===== src/rtl/pc_unit.sv =====
// Registered program counter with stall hold, trap redirect and a circular
// return-address stack. next_pc and misalign are combinational from current state.
module pc_unit #(
   parameter int              XLEN       = 32,
   parameter logic [XLEN-1:0] RESET_VEC  = '0,
   parameter int              INST_BYTES = 4,
   parameter int              DEPTH      = 4
) (
   input  logic            clk,
   input  logic            rst,
   input  logic            stall,
   input  logic            PCAsrc,
   input  logic            PCBsrc,
   input  logic [XLEN-1:0] Ra,
   input  logic [XLEN-1:0] imm,
   input  logic            trap,
   input  logic [XLEN-1:0] trap_vec,
   input  logic            ras_push,
   input  logic            ras_pop,
   output logic [XLEN-1:0] pc,
   output logic [XLEN-1:0] next_pc,
   output logic [XLEN-1:0] ras_top,
   output logic            ras_empty,
   output logic            ras_full,
   output logic            misalign
);

   localparam int              PW       = $clog2(DEPTH);
   localparam int              AW       = $clog2(INST_BYTES);
   localparam logic [XLEN-1:0] INC      = XLEN'(INST_BYTES);
   localparam logic [PW:0]     FULL_CNT = (PW+1)'(DEPTH);
   localparam logic [PW:0]     CNT_ONE  = (PW+1)'(1);
   localparam logic [PW-1:0]   PTR_ONE  = PW'(1);

   logic [XLEN-1:0] ras_mem [DEPTH];
   logic [PW-1:0]   ptr_reg;
   logic [PW:0]     count_reg;
   logic [XLEN-1:0] pc_reg;

   logic [PW-1:0]   top_idx;
   logic [XLEN-1:0] base;
   logic [XLEN-1:0] offset;
   logic [XLEN-1:0] tgt;
   logic [XLEN-1:0] ret_addr;
   logic            ras_act;
   logic            pop_ok;
   logic            wr_en;
   logic [PW-1:0]   wr_addr;

   assign pc        = pc_reg;
   assign top_idx   = ptr_reg - PTR_ONE;
   assign ras_empty = (count_reg == '0);
   assign ras_full  = (count_reg == FULL_CNT);
   assign ras_top   = ras_empty ? '0 : ras_mem[top_idx];
   assign ret_addr  = pc_reg + INC;
   assign ras_act   = !trap && !stall;
   assign pop_ok    = ras_pop && !ras_empty;

   always_comb begin
      base   = PCBsrc ? Ra : pc_reg;
      offset = PCAsrc ? imm : INC;
      tgt    = base + offset;
      if (PCBsrc)
         tgt[0] = 1'b0;
      if (trap)
         next_pc = trap_vec;
      else if (pop_ok)
         next_pc = ras_top;
      else
         next_pc = tgt;
   end

   generate
      if (AW > 0) begin : g_misalign
         assign misalign = |next_pc[AW-1:0];
      end else begin : g_no_misalign
         assign misalign = 1'b0;
      end
   endgenerate

   // A combined push+pop rewrites the current top in place; otherwise pushes land at ptr.
   assign wr_en   = !rst && ras_act && ras_push;
   assign wr_addr = pop_ok ? top_idx : ptr_reg;

   genvar gi;
   generate
      for (gi = 0; gi < DEPTH; gi++) begin : g_ras
         always_ff @(posedge clk) begin
            if (wr_en && (wr_addr == PW'(gi)))
               ras_mem[gi] <= ret_addr;
         end
      end
   endgenerate

   always_ff @(posedge clk) begin
      if (rst) begin
         pc_reg    <= RESET_VEC;
         count_reg <= '0;
         ptr_reg   <= '0;
      end else if (trap) begin
         pc_reg    <= trap_vec;
         count_reg <= '0;
         ptr_reg   <= '0;
      end else if (!stall) begin
         pc_reg <= next_pc;
         if (ras_push && !pop_ok) begin
            // Full stack wraps onto the oldest entry; count saturates.
            ptr_reg <= ptr_reg + PTR_ONE;
            if (!ras_full)
               count_reg <= count_reg + CNT_ONE;
         end else if (!ras_push && pop_ok) begin
            ptr_reg   <= top_idx;
            count_reg <= count_reg - CNT_ONE;
         end
      end
   end

endmodule


===== config.mk =====
export PLATFORM = sky130hd
export DESIGN_NAME = pc_unit
export DESIGN_NICKNAME = d
export VERILOG_FILES = /design/src/rtl/pc_unit.sv
export SDC_FILE = /design/constraint.sdc
export NUM_CORES = 1
export LEC_CHECK = 0
export ABC_AREA = 1
export CORE_ASPECT_RATIO = 1.2
export CORE_MARGIN = 1
export CORE_UTILIZATION = 54
export DETAILED_ROUTE_END_ITERATION = 16
export PLACE_DENSITY = 0.9
export SLEW_MARGIN = 10
export SYNTH_ARGS = -nofsm -noshare
export SYNTH_HDL_FRONTEND = slang
export SYNTH_SLANG_ARGS = --single-unit

===== constraint.sdc =====
create_clock -name clk -period 4.7 [get_ports clk]
set_clock_uncertainty 0.2 [all_clocks]
set_input_delay 1.175 -clock clk [delete_from_list [all_inputs] [get_ports clk]]
set_output_delay 1.175 -clock clk [all_outputs]
set_load 0.05 [all_outputs]

# After elaboration in Yosys (flattened, before gate mapping)
# Memories as Yosys holds them, arrays and structs flattened.
# Index checks and enable logic that the tools add are counted.
# word_totals
rom_bits,0
elab_cells,74
latch_bits,0
output_inout_bits,99
ram_bits,128
memories,1
regBits,37
# op_classes
multipliers,0
mux,31
n_eq_ne,6
bitwise,1
n_addsub,6
n_reduce_logical,26
magnitude_cmp,0
div,0
n_shift,0
# memory_table
memory,depth,width,read_ports,rd_ports_with_merged_regs,wr,line_no,source
ras_mem,4,32,1,0,1,35,logic [XLEN-1:0] ras_mem [DEPTH];
# ops
operator,count
32-bit 2-to-1 mux,10
32-bit OR reduction,3
"32-bit by 3-bit adder with 32-bit output, second input constant",1
32-bit adder,1
1-bit 2-to-1 mux,12
2-bit 2-to-1 mux,6
1-bit logical AND,10
3-bit 2-to-1 mux,3
1-bit zero test,6
"2-bit == test, second input constant",2
2-bit OR reduction,2
"3-bit by 1-bit adder with 3-bit output, second input constant",1
"3-bit == test, second input constant",1
3-bit zero test,1
3-bit AND reduction,1
"3-bit by 1-bit subtractor with 3-bit output, second input constant",1
"2-bit by 1-bit adder with 2-bit output, second input constant",1
"2-bit by 1-bit == test with 1-bit output, second input constant",1
2-bit zero test,1
"2-bit by 1-bit != test with 1-bit output, second input constant",1
"2-bit != test, second input constant",1
2-bit AND reduction,1
2-bit nonzero test,1
"2-bit by 1-bit subtractor with 2-bit output, second input constant",1
1-bit NOT,1

# Longest topological paths before layout
# depth
ltp_word,12
depth_mapped,21
ltp_nobuf,20

# Least setup slack after synthesis
# No wires, ideal clock.
# synth_path
kind,input to output
startpoint,in PCBsrc
endpoint,out next_pc[10]
stages,14
required_time_ns,3.325
n_path_buf,2
slack_ns,-0.553
arrival_ns,3.878
cell_sequence,clkbuf_1 clkbuf_1 nand2_1 o21ai_0 ha_1 nand2_1 inv_1 nand2_1 nand2_1 inv_1 nand3_1 xor2_1 nor2_1 o21ai_0
# synth_via
elab_chain_len,4
# synth_rtl
element,line_no,source
start: declaration,13,"input logic PCBsrc,"
32-bit 2-to-1 mux,60,base = PCBsrc ? Ra : pc_reg;
32-bit adder,62,tgt = base + offset;
32-bit 2-to-1 mux,67,else if (pop_ok)
32-bit 2-to-1 mux,65,if (trap)
end: declaration,21,"output logic [XLEN-1:0] next_pc,"
# No other way between the ends.

# Worst setup path in the final report
# layout_path
startpoint,in imm[10]
endpoint,out next_pc[28]
# layout_via
elab_chain_len,4
# layout_rtl
element,line_no,source
start: declaration,15,"input logic [XLEN-1:0] imm,"
32-bit 2-to-1 mux,61,offset = PCAsrc ? imm : INC;
32-bit adder,62,
32-bit 2-to-1 mux,67,
32-bit 2-to-1 mux,65,
# No other way between the ends.

==> summary.txt <==
RUN STATUS
----------------------------------------------------------------------------------
Outcome ............................................................. complete, but fails checks
Failing checks ...................................................... negative setup slack

DRT
----------------------------------------------------------------------------------
Number of nets with antenna violations after routing ................            0
Detailed-route DRC error count ......................................            0
Total number of vias ................................................       12,900
Iteration count of the initial detailed-routing pass ................            7
Per-cell via count in the routed design .............................         5.97
Number of DRC markers after the initial detailed-route iteration ....        1,654
Overall routed net length ...........................................      45.0 mm
Mean routed wirelength per cell ..................................... 20.9 microns

GLOBAL ROUTE
----------------------------------------------------------------------------------
Wire length of the first global-routing pass ........................      61.3 mm
Sum of overflow across all layers after global routing ..............            0
Largest net degree at the start of global routing ...................           51
Initial antenna violation count .....................................            0
GRT Overall Usage ...................................................        37.8%
Vias in the first global route ......................................       11,700

FLOORPLAN
----------------------------------------------------------------------------------
Placeable core region ............................................... 20,200 sq um
Starting Density ....................................................        55.0%
Number of placed I/O pins ...........................................          203
Die boundary height .................................................  159 microns
Die extent in x .....................................................  133 microns
Total die area ...................................................... 21,100 sq um
Std cell rows .......................................................           57

YOSYS
----------------------------------------------------------------------------------
Netlist area before placement ....................................... 11,100 sq um
Nets in the synthesized netlist .....................................        1,687
Number of synthesized flops with an enable pin ......................          128
Share of async-settable or async-resettable flops after synthesis ...           0%
Most instantiated library cell after synthesis ......................      nand2_1
Flip-flop and latch count after synthesis ...........................          165
Post-Synthesis Cells ................................................        1,548
Sequential-to-total area share from yosys stat ......................        41.3%
Syn avg cell area ...................................................   7.17 sq um
Largest cells by area after synthesis ............................... edfxtp_1 35%, nand2_1 17%, inv_1 11%
Count of distinct cell types in the synthesized netlist .............           38
Commonest register cell after synthesis .............................     edfxtp_1
Leading post-synthesis cells by instance count ...................... 502 x nand2_1, 328 x inv_1, 128 x edfxtp_1, 102 x nor2_1, 87 x o21ai_0
Cell type contributing the most total cell area after synthesis .....     edfxtp_1
Area fraction of the dominant cell type after synthesis .............        34.6%
Count of yosys warnings during synthesis ............................            0

CTS
----------------------------------------------------------------------------------
Root Buffer .........................................................    clkbuf_16
Clock slew at reported path FFs .....................................      0.07 ns
Number of sinks on the clock net ....................................          165
TritonCTS clock tree ................................................        built
Total CTS buffers ...................................................           17
H-tree level count ..................................................            4
Worst skew pair latency .............................................      0.44 ns
Hold Buf Count CTS ..................................................            0
Maximum buffer depth of the clock tree ..............................            2

POWER
----------------------------------------------------------------------------------
Power density normalized to cell area ...............................  298 nW/um^2
Maximum vdd ir drop .................................................     0.294 mV
Leak ................................................................      8.54 nW
Total power .........................................................      5.00 mW

LAYOUT
----------------------------------------------------------------------------------
Flip-flop count of the largest register, all copies and words added .          128
Cell area after layout .............................................. 16,800 sq um
# diodes ............................................................            0
Number of nets in the final layout ..................................        2,015
Non-Filler Instances ................................................        2,154
Final cell utilization of the core ..................................        83.2%
Area Growth Syn to Fin ..............................................        51.3%
Share of final-layout standard cells stronger than drive strength 1 .        29.5%

WORST SETUP PATH
----------------------------------------------------------------------------------
R2r setup slk .......................................................      0.43 ns
Delay contributed by the slowest stage of the critical path .........      0.46 ns
Series of cell instances along the critical path .................... clkdlybuf4s50_1 -> nand2_1 -> inv_1 -> ha_4 -> nand2_2 -> buf_4 -> nor2_2 -> nand3_1 -> nand3_4 -> nand2_4 -> nand3_1 -> nand3_2 -> nand2_2 -> nand2_2 -> buf_12
Startpoint type of the worst setup path ............................. primary input
Worst-path maximum fanout ...........................................            4
Register-to-Register Path Depth .....................................           29
Critical path class ................................................. primary input to output pin
Critical path arrival ...............................................      3.53 ns
Worst endpoint required time ........................................      3.32 ns
Cell with the biggest individual delay on the critical path ......... clkdlybuf4s50_1
Endpoint of the most critical register-to-register path .............       pc[28]
Dominant cell type by count on the critical path ....................      nand2_2
Kind of end point of the critical path ..............................   output pin
Startpoint of the lowest-slack register-to-register path ............        pc[9]

TIMING
----------------------------------------------------------------------------------
Worst slew slack as a fraction of its limit .........................        23.0%
Final setup fails ...................................................           19
Unrepaired setup endpoints after global routing .....................         true
Final sum of negative setup slack ...................................     -1.55 ns
Worst hold margin ...................................................     0.369 ns
Number of max-slew violations in the final report ...................            0
Actual slew at the worst max-slew pin ...............................      1.15 ns
Fmax ................................................................      204 MHz
Clock period minus final worst setup slack ..........................      4.90 ns
Post-route clock period utilization .................................         104%
Setup slack of the critical path after layout .......................    -0.205 ns
Final hold violation count ..........................................            0

WORST HOLD PATH
----------------------------------------------------------------------------------
Min-delay src ....................................................... count_reg[2]
Hold EP ............................................................. count_reg[2]
Path type of the worst min-delay path ............................... flip-flop to flip-flop
Number of cells on the worst hold path ..............................            2

PLACEMENT
----------------------------------------------------------------------------------
Worst setup slack before clock tree synthesis .......................    -0.408 ns
Post-place instance area ............................................ 14,400 sq um
Number of I/O port buffers ..........................................          202
Placer congestion estimate ..........................................        0.991
Dpl cells ...........................................................        2,070
Detailed-placement wirelength estimate ..............................      28.2 mm

RUN
----------------------------------------------------------------------------------
Maximum capacitance violations ......................................            0

==> worst max path at each step <==
stage,slack (ns),to,startpoint,cells after the start
2_1_floorplan,-0.16,next_pc[10],PCBsrc,14
3_3_place_gp,-0.35,next_pc[14],PCAsrc,16
3_5_place_dp,-0.41,next_pc[13],PCAsrc,14
4_1_cts,-0.08,next_pc[14],PCAsrc,16
5_1_grt,-0.24,pc[28],imm[10],30
6_report,-0.20,next_pc[28],imm[10],15
==> worst max-delay path: cells and delay by family <==
family                   cells  cell delay [ns]
buffers and inverters        4             0.85
adder cells (fa/ha/maj)      1             0.30
AND/OR/NAND/NOR             10             1.21
==> cells by family (layout without fill, tap and decap cells) <==
| group | after synthesis | count (layout) | synth area share (%) |
|---|---|---|---|
| compound gates | 197 | 197 | 10.9 |
| xor+xnor | 46 | 46 | 3.63 |
| fa+ha+maj | 35 | 35 | 4.08 |
| buf+inv | 384 | 725 | 13.4 |
| flops | 165 | 165 | 41.3 |
| simple gates | 721 | 721 | 26.7 |
==> metal layers <==
layer	vias up	GRT usage [%]	share of wire (%)
li1	5513	-	-
met1	5935	46.8	34
met2	1119	63.5	47
met3	290	6.14	11
met4	0	19.0	7.0
met5	-	0.463	0
==> final cells by class <==
class	count	area [sq um]
clock buffers	18	429
clock inverters	14	135
fillers	1025	3390
inverters	333	1260
multi-input cells	999	6330
flip-flops and latches	165	4580
well taps	265	332
repair buffers	360	3720
==> repair_timing <==
action                                  4_1_cts  5_1_grt
endpoints found under the setup margin       31       31
pin swaps                                    46      133
gates cloned                                  1        3
buffers inserted                             28       20
gates resized for setup                      95      291
==> power breakdown <==
| group | internal, mW | total, mW | switching, mW |
|---|---|---|---|
| Sequential | 1.63 | 1.68 | 0.0535 |
| Combinational | 0.788 | 1.95 | 1.16 |
| Clock | 0.702 | 1.36 | 0.661 |
==> cell usage in the layout (no fill, tap or decap), types with 9 or more instances in the layout <==
cell and count:
o21ai_2 17, ha_4 27, nor2_2 18, clkbuf_16 20, edfxtp_1 128, o221ai_1 22, clkdlybuf4s50_1 117, nor2_4 13
a21oi_2 15, nand3_2 15, a21oi_1 19, buf_4 168, dfxtp_1 37, o21bai_1 13, buf_12 43, nand2_1 374
dlymetal6s2s_1 16, inv_1 303, nand2_2 109, inv_2 27, o21ai_0 63, a22o_1 19, nor2_1 77, nand2_4 24
xor2_1 44, nand3_1 58, nand4_1 9
No activity file was read; power rests on OpenSTA's default activity.
